--- src/rtl/vga_timing_pkg.sv ---
// Shared 640x480@60 Hz raster constants and a small range helper for the VGA timing controller.
package vga_timing_pkg;

    localparam int unsigned H_VISIBLE = 640;
    localparam int unsigned H_FRONT   = 16;
    localparam int unsigned H_SYNC    = 96;
    localparam int unsigned H_BACK    = 48;
    localparam int unsigned H_TOTAL   = H_VISIBLE + H_FRONT + H_SYNC + H_BACK;

    localparam int unsigned V_VISIBLE = 480;
    localparam int unsigned V_FRONT   = 10;
    localparam int unsigned V_SYNC    = 2;
    localparam int unsigned V_BACK    = 33;
    localparam int unsigned V_TOTAL   = V_VISIBLE + V_FRONT + V_SYNC + V_BACK;

    localparam int unsigned H_SYNC_START = H_VISIBLE + H_FRONT;
    localparam int unsigned H_SYNC_END   = H_SYNC_START + H_SYNC - 1;
    localparam int unsigned V_SYNC_START = V_VISIBLE + V_FRONT;
    localparam int unsigned V_SYNC_END   = V_SYNC_START + V_SYNC - 1;

    localparam int unsigned CNT_W = 10;

    function automatic logic in_range(input logic [CNT_W-1:0] val, input int unsigned lo,
                                      input int unsigned hi);
        return (32'(val) >= lo) && (32'(val) <= hi);
    endfunction

endpackage

--- src/rtl/vga_pixel_tick.sv ---
// Free-running pixel phase counter; flags the first and last system clock of each pixel period.
module vga_pixel_tick #(
    parameter int unsigned CLKS_PER_PIXEL = 4
) (
    input  logic i_clk,
    input  logic i_rst_n,
    output logic o_first,
    output logic o_last
);

    localparam int unsigned PW = $clog2(CLKS_PER_PIXEL);

    logic [PW-1:0] r_phase;
    logic [PW-1:0] w_phase_next;

    always_comb begin
        w_phase_next = r_phase + PW'(1);
        if (o_last) begin
            w_phase_next = '0;
        end
    end

    always_ff @(posedge i_clk) begin
        if (!i_rst_n) begin
            r_phase <= '0;
        end else begin
            r_phase <= w_phase_next;
        end
    end

    assign o_first = (r_phase == '0);
    assign o_last  = (r_phase == PW'(CLKS_PER_PIXEL - 1));

endmodule

--- src/rtl/vga_timing_controller.sv ---
// VGA raster timing: walks the fetch position, requests pixels, and registers rgb/hsync/vsync
// together at each pixel boundary so all three leave the block aligned.
module vga_timing_controller
    import vga_timing_pkg::*;
#(
    parameter int unsigned CLKS_PER_PIXEL = 4,
    parameter int unsigned H_VISIBLE      = vga_timing_pkg::H_VISIBLE,
    parameter int unsigned H_FRONT        = vga_timing_pkg::H_FRONT,
    parameter int unsigned H_SYNC         = vga_timing_pkg::H_SYNC,
    parameter int unsigned H_BACK         = vga_timing_pkg::H_BACK,
    parameter int unsigned V_VISIBLE      = vga_timing_pkg::V_VISIBLE,
    parameter int unsigned V_FRONT        = vga_timing_pkg::V_FRONT,
    parameter int unsigned V_SYNC         = vga_timing_pkg::V_SYNC,
    parameter int unsigned V_BACK         = vga_timing_pkg::V_BACK
) (
    input  logic       i_clk,
    input  logic       i_rst_n,
    input  logic [7:0] i_next_rgb,
    output logic       o_request,
    output logic [9:0] o_hcount,
    output logic [8:0] o_vcount,
    output logic       o_hsync,
    output logic       o_vsync,
    output logic [7:0] o_rgb,
    output logic       o_frame_start
);

    localparam int unsigned H_TOT    = H_VISIBLE + H_FRONT + H_SYNC + H_BACK;
    localparam int unsigned V_TOT    = V_VISIBLE + V_FRONT + V_SYNC + V_BACK;
    localparam int unsigned HS_START = H_VISIBLE + H_FRONT;
    localparam int unsigned HS_END   = HS_START + H_SYNC - 1;
    localparam int unsigned VS_START = V_VISIBLE + V_FRONT;
    localparam int unsigned VS_END   = VS_START + V_SYNC - 1;

    // The downstream glyph path needs three clocks between request and capture.
    if (CLKS_PER_PIXEL < 4) begin : g_cpp_check
        $error("CLKS_PER_PIXEL must be at least 4");
    end
    if ((H_TOT > (1 << CNT_W)) || (V_TOT > (1 << CNT_W))) begin : g_cnt_check
        $error("raster does not fit the position counters");
    end

    logic w_first;
    logic w_last;

    vga_pixel_tick #(
        .CLKS_PER_PIXEL(CLKS_PER_PIXEL)
    ) u_pixel_tick (
        .i_clk  (i_clk),
        .i_rst_n(i_rst_n),
        .o_first(w_first),
        .o_last (w_last)
    );

    logic [CNT_W-1:0] r_h;
    logic [CNT_W-1:0] r_v;
    logic             r_hsync;
    logic             r_vsync;
    logic [7:0]       r_rgb;

    logic [CNT_W-1:0] w_h_next;
    logic [CNT_W-1:0] w_v_next;
    logic             w_active;
    logic             w_h_end;
    logic             w_v_end;
    logic             w_hsync_next;
    logic             w_vsync_next;
    logic [7:0]       w_rgb_next;

    assign w_active = (r_h < CNT_W'(H_VISIBLE)) && (r_v < CNT_W'(V_VISIBLE));
    assign w_h_end  = (r_h == CNT_W'(H_TOT - 1));
    assign w_v_end  = (r_v == CNT_W'(V_TOT - 1));

    always_comb begin
        w_h_next = r_h + CNT_W'(1);
        w_v_next = r_v;
        if (w_h_end) begin
            w_h_next = '0;
            w_v_next = w_v_end ? '0 : r_v + CNT_W'(1);
        end
    end

    // Output decode uses the position of the pixel that is just ending.
    always_comb begin
        w_hsync_next = !in_range(r_h, HS_START, HS_END);
        w_vsync_next = !in_range(r_v, VS_START, VS_END);
        w_rgb_next   = w_active ? i_next_rgb : 8'h00;
    end

    always_ff @(posedge i_clk) begin
        if (!i_rst_n) begin
            r_h     <= '0;
            r_v     <= '0;
            r_hsync <= 1'b1;
            r_vsync <= 1'b1;
            r_rgb   <= 8'h00;
        end else if (w_last) begin
            r_h     <= w_h_next;
            r_v     <= w_v_next;
            r_hsync <= w_hsync_next;
            r_vsync <= w_vsync_next;
            r_rgb   <= w_rgb_next;
        end
    end

    assign o_request     = w_first && w_active;
    assign o_frame_start = w_first && (r_h == '0) && (r_v == '0);
    assign o_hcount      = r_h;
    assign o_vcount      = r_v[8:0];
    assign o_hsync       = r_hsync;
    assign o_vsync       = r_vsync;
    assign o_rgb         = r_rgb;

endmodule

--- config.mk ---
export PLATFORM = sky130hd
export DESIGN_NAME = vga_timing_controller
export DESIGN_NICKNAME = d
export VERILOG_FILES = /design/src/rtl/vga_timing_pkg.sv /design/src/rtl/vga_pixel_tick.sv /design/src/rtl/vga_timing_controller.sv
export SDC_FILE = /design/constraint.sdc
export NUM_CORES = 1
export LEC_CHECK = 0
export CORE_ASPECT_RATIO = 2
export CORE_MARGIN = 5
export CORE_UTILIZATION = 35
export CTS_BUF_LIST = sky130_fd_sc_hd__clkbuf_16
export DETAILED_ROUTE_END_ITERATION = 16
export GPL_ROUTABILITY_DRIVEN = 0
export GPL_TIMING_DRIVEN = 0
export PLACE_DENSITY = 0.63
export SETUP_SLACK_MARGIN = 0.02
export SKIP_LAST_GASP = 1
export SYNTH_ARGS = -nofsm -noshare
export SYNTH_HDL_FRONTEND = slang
export SYNTH_HIERARCHICAL = 1
export SYNTH_SLANG_ARGS = --single-unit
--- constraint.sdc ---
create_clock -name i_clk -period 2.9 [get_ports i_clk]
set_input_delay 0.58 -clock i_clk [delete_from_list [all_inputs] [get_ports i_clk]]
set_output_delay 0.58 -clock i_clk [all_outputs]
set_load 0.1 [all_outputs]
==> impl_metrics.tcl <==
set metrics [dict create \
    post_detailed_placement_half_perimeter_wirelength_mm 3.33 \
    area_share_of_xor_xnor_cells_in_the_synthesized_design_pct 6.00 \
    worst_setup_path_endpoint "o_request" \
    via_count_of_the_first_global_routing_pass 1493 \
    cts.htree.levels 2 \
    grt_first_pass_wirelength_mm 7.21 \
    holdBufCountCts 0 \
    type_of_the_most_critical_hold_path "reg -> reg" \
    setup_viol 0 \
    num_antenna_cells 0 \
    synth-compound-area-share_pct 6.86 \
    net_count_final 254 \
    postCtsSetupRepairBufs 0 \
    io_pins 41 \
    fin_skew_ns 0.00363 \
    final.setup.worst_slack_ns 0.160 \
    worstRegToRegCells 5 \
    port_buffers 40 \
    grt_antenna_before_repair 0 \
    slew_violations 0 \
    arrival_ns 2.16 \
    power_per_cell_area_nw_per_um2 477 \
    area_growth_syn_to_layout_pct 35.6 \
    pre_cts_slack_ns 0.00520 \
    power_leakage_nw 0.900 \
    synth_cell_types 36 \
    synth-warning-count 6 \
    die_h_um 110 \
    largest_family_of_logic_cells_by_synthesized_area "simple AND/OR/NAND/NOR gates" \
    wirelength_mm 4.39 \
    path_class "reg -> out" \
    firstDrtPassIters 4 \
    cts_inserted_buffers 5 \
    crit_fanout 8 \
    yosysSeqAreaShare_pct 36.6 \
    ff2ff_setup_slack_ns 0.70 \
    avgViaCountPerCell 5.06 \
    worstSkewPairLatency_ns 0.28 \
    regToRegStartpoint "o_hcount[0]$_SDFFE_PN0P_" \
    global_route.usage.met1_pct 14.4 \
    crit-reg2reg-capture "r_v[6]$_SDFFE_PN0P_" \
    grt_use_met3_pct 2.80 \
    fp.dieArea_um2 6600 \
    max_slew_margin_pct 33.8 \
    grt_busiest_layer "met2" \
    grt_setup_unrepaired "no" \
    grt_start_max_net_pins 11 \
    routed_wire_length_per_instance_um 14.8 \
    core_area_um2 4860 \
    syn_area_per_cell_um2 9.16 \
    die_w_um 60.0 \
    fmax_ghz 0.365 \
    maxCapViolations 0 \
    critPathLaunch "o_hcount[7]$_SDFFE_PN0P_" \
    yosys-mux-area-fraction_pct 1.72 \
    startpoint_type "flop" \
    start_util_pct 36.0 \
    overall_overflow_remaining_after_global_route 0 \
    clock-sinks 32 \
    route.vias.total 1499 \
    fin_crit_sh_pct 94.5 \
    run_status "finished, final reports clean" \
    drtAntennaViolNets 0 \
    num_rows 36 \
    grt_usage_pct 14.6 \
    met2_usage_pct 26.9 \
    post_synth_inst_count 191 \
    synth_simple_gate_area_share_pct 32.4 \
    synth_fp_nets 207 \
    layout-drive-gt1-share_pct 12.6 \
    clock_tree_from_tritoncts "built" \
    max-vdd-ir-drop_v 0.000307 \
    synth-adder-area-share_pct 4.29 \
    cp-end-kind "output pin" \
    ys_seq_elements 32 \
    period_minus_slack_ns 2.74 \
    clk_pin_slew_worst_paths_ns 0.05 \
    worst_pin_slew_ns 0.990 \
    hold_viol 0 \
    utilization_pct 48.8 \
    ctsLongestPathBuffers 2 \
    dr.first_iter.drc_count 25 \
    syn-cell-area_um2 1750 \
    drc 0 \
    timing.hold.ws_ns 0.461 \
    clock_tree.root_cell "clkbuf_16" \
    critical_path_required_ns 2.32 \
]
[worst min-delay path by stage]
| stage | start | to | slack (ns) | depth (start not counted) |
|---|---|---|---|---|
| global placement | u_pixel_tick/r_phase[0]$_SDFF_PP0_ | u_pixel_tick/r_phase[0]$_SDFF_PP0_ | 0.46 | 1 |
| floorplan | u_pixel_tick/r_phase[0]$_SDFF_PP0_ | u_pixel_tick/r_phase[0]$_SDFF_PP0_ | 0.44 | 1 |
| CTS | u_pixel_tick/r_phase[0]$_SDFF_PP0_ | u_pixel_tick/r_phase[0]$_SDFF_PP0_ | 0.47 | 1 |
| detailed placement | u_pixel_tick/r_phase[0]$_SDFF_PP0_ | u_pixel_tick/r_phase[0]$_SDFF_PP0_ | 0.46 | 1 |
| finish | u_pixel_tick/r_phase[0]$_SDFF_PP0_ | u_pixel_tick/r_phase[0]$_SDFF_PP0_ | 0.46 | 1 |
| global route | u_pixel_tick/r_phase[0]$_SDFF_PP0_ | u_pixel_tick/r_phase[0]$_SDFF_PP0_ | 0.50 | 1 |
[cell families after synthesis]
group	Yosys count
fa+ha+maj	6
mux	3
compound gates	22
flops	32
buf+inv	24
xor+xnor	12
simple gates	92
[power by group]
| group | total (W) | internal, W | switching [W] |
|---|---|---|---|
| clock | 0.000495 | 0.000311 | 0.000184 |
| combinational | 0.000182 | 0.0000606 | 0.000121 |
| sequential | 0.000456 | 0.000450 | 0.00000606 |
| total | 0.00113 | 0.000821 | 0.000311 |
[critical path, cell delays in order (launching register included)]
cell	delay [ns]
dfxtp_1	0.40
o21ai_0	0.28
nor4bb_4	0.32
dlygate4sd2_1	0.89
[through the flow]
step / cell area [um2] / total power (W) / std cells / TNS (ns)
finish: 2370 / 0.00113 / 296 / 0
global route: 2370 / 0.00118 / 296 / 0
CTS: 2380 / 0.00114 / 296 / -0.00718
detailed placement: 2240 / 0.000654 / 288 / 0
global placement: 2240 / 0.000652 / 288 / 0
floorplan: 1770 / 0.000604 / 191 / 0
[Yosys cell counts (all sizes together)]
| master | number | share of area (%) |
|---|---|---|
| ha | 6 | 4.3 |
| nor4bb | 4 | 2.3 |
| buf | 11 | 4.9 |
| o32ai | 1 | 0.50 |
| nor3 | 4 | 1.1 |
| nor2b | 17 | 6.1 |
| a21oi | 11 | 3.1 |
| o31ai | 1 | 0.43 |
| and4 | 4 | 2.1 |
| xnor2 | 7 | 3.5 |
| nand2 | 14 | 3.0 |
| dfxtp | 32 | 37 |
| clkbuf | 5 | 2.2 |
| o21ai | 6 | 1.7 |
| or4b | 2 | 1.4 |
| a31oi | 1 | 0.36 |
| nor2 | 12 | 2.6 |
| xor2 | 5 | 2.5 |
| o22ai | 2 | 0.71 |
| inv | 6 | 1.3 |
| bufbuf | 2 | 3.7 |
| nor3b | 2 | 1.4 |
| nor4 | 6 | 3.0 |
| and3 | 3 | 1.1 |
| nand3 | 10 | 2.9 |
| mux2i | 3 | 1.7 |
| and3b | 1 | 0.50 |
| or4 | 1 | 0.43 |
| nand4 | 7 | 2.5 |
| nand4b | 2 | 1.0 |
| and2 | 3 | 1.1 |
[layout make-up]
class	instances	area, um2
clock buffers	5	125
repair buffers	40	394
multi-input cells	135	915
fillers	502	2490
inverters	6	22.5
flip-flops and latches	32	641
plain buffers	18	190
clock inverters	3	15.0
well taps	57	71.3
[flip-flops by register name, summed over array words and instances, names as in the netlist]
| register | cells |
|---|---|
| o_rgb | 8 |
| o_hcount | 10 |
| r_v | 10 |
| o_vsync | 1 |
| o_hsync | 1 |
| u_pixel_tick/r_phase | 2 |
[routing by layer]
| layer | wire [um] | part of all wire, % | up-vias |
|---|---|---|---|
| met5 | 0 | 0 | - |
| met1 | 1640 | 37 | 706 |
| li1 | - | - | 755 |
| met3 | 139 | 3.2 | 8 |
| met4 | 108 | 2.5 | 0 |
| met2 | 2500 | 57 | 30 |
[timing repair]
item	in CTS	in global routing
endpoints found under the setup margin	2	1
hold endpoints to repair	0	0
cloned	0	0
gates resized for setup	2	2
[cells in the final DEF, fill, tap and decap left out, types with 6 or more instances in the layout]
master and n:
buf_4 10, inv_1 7, a21oi_1 11, ha_1 6, clkdlybuf4s50_1 38, nand4_1 7, dfxtp_1 32, nand2_1 14
nor2_1 11, o21ai_0 6, nor2b_1 17, xnor2_1 7, nand3_1 10
Note: power is estimated with default switching activity, not from simulation.
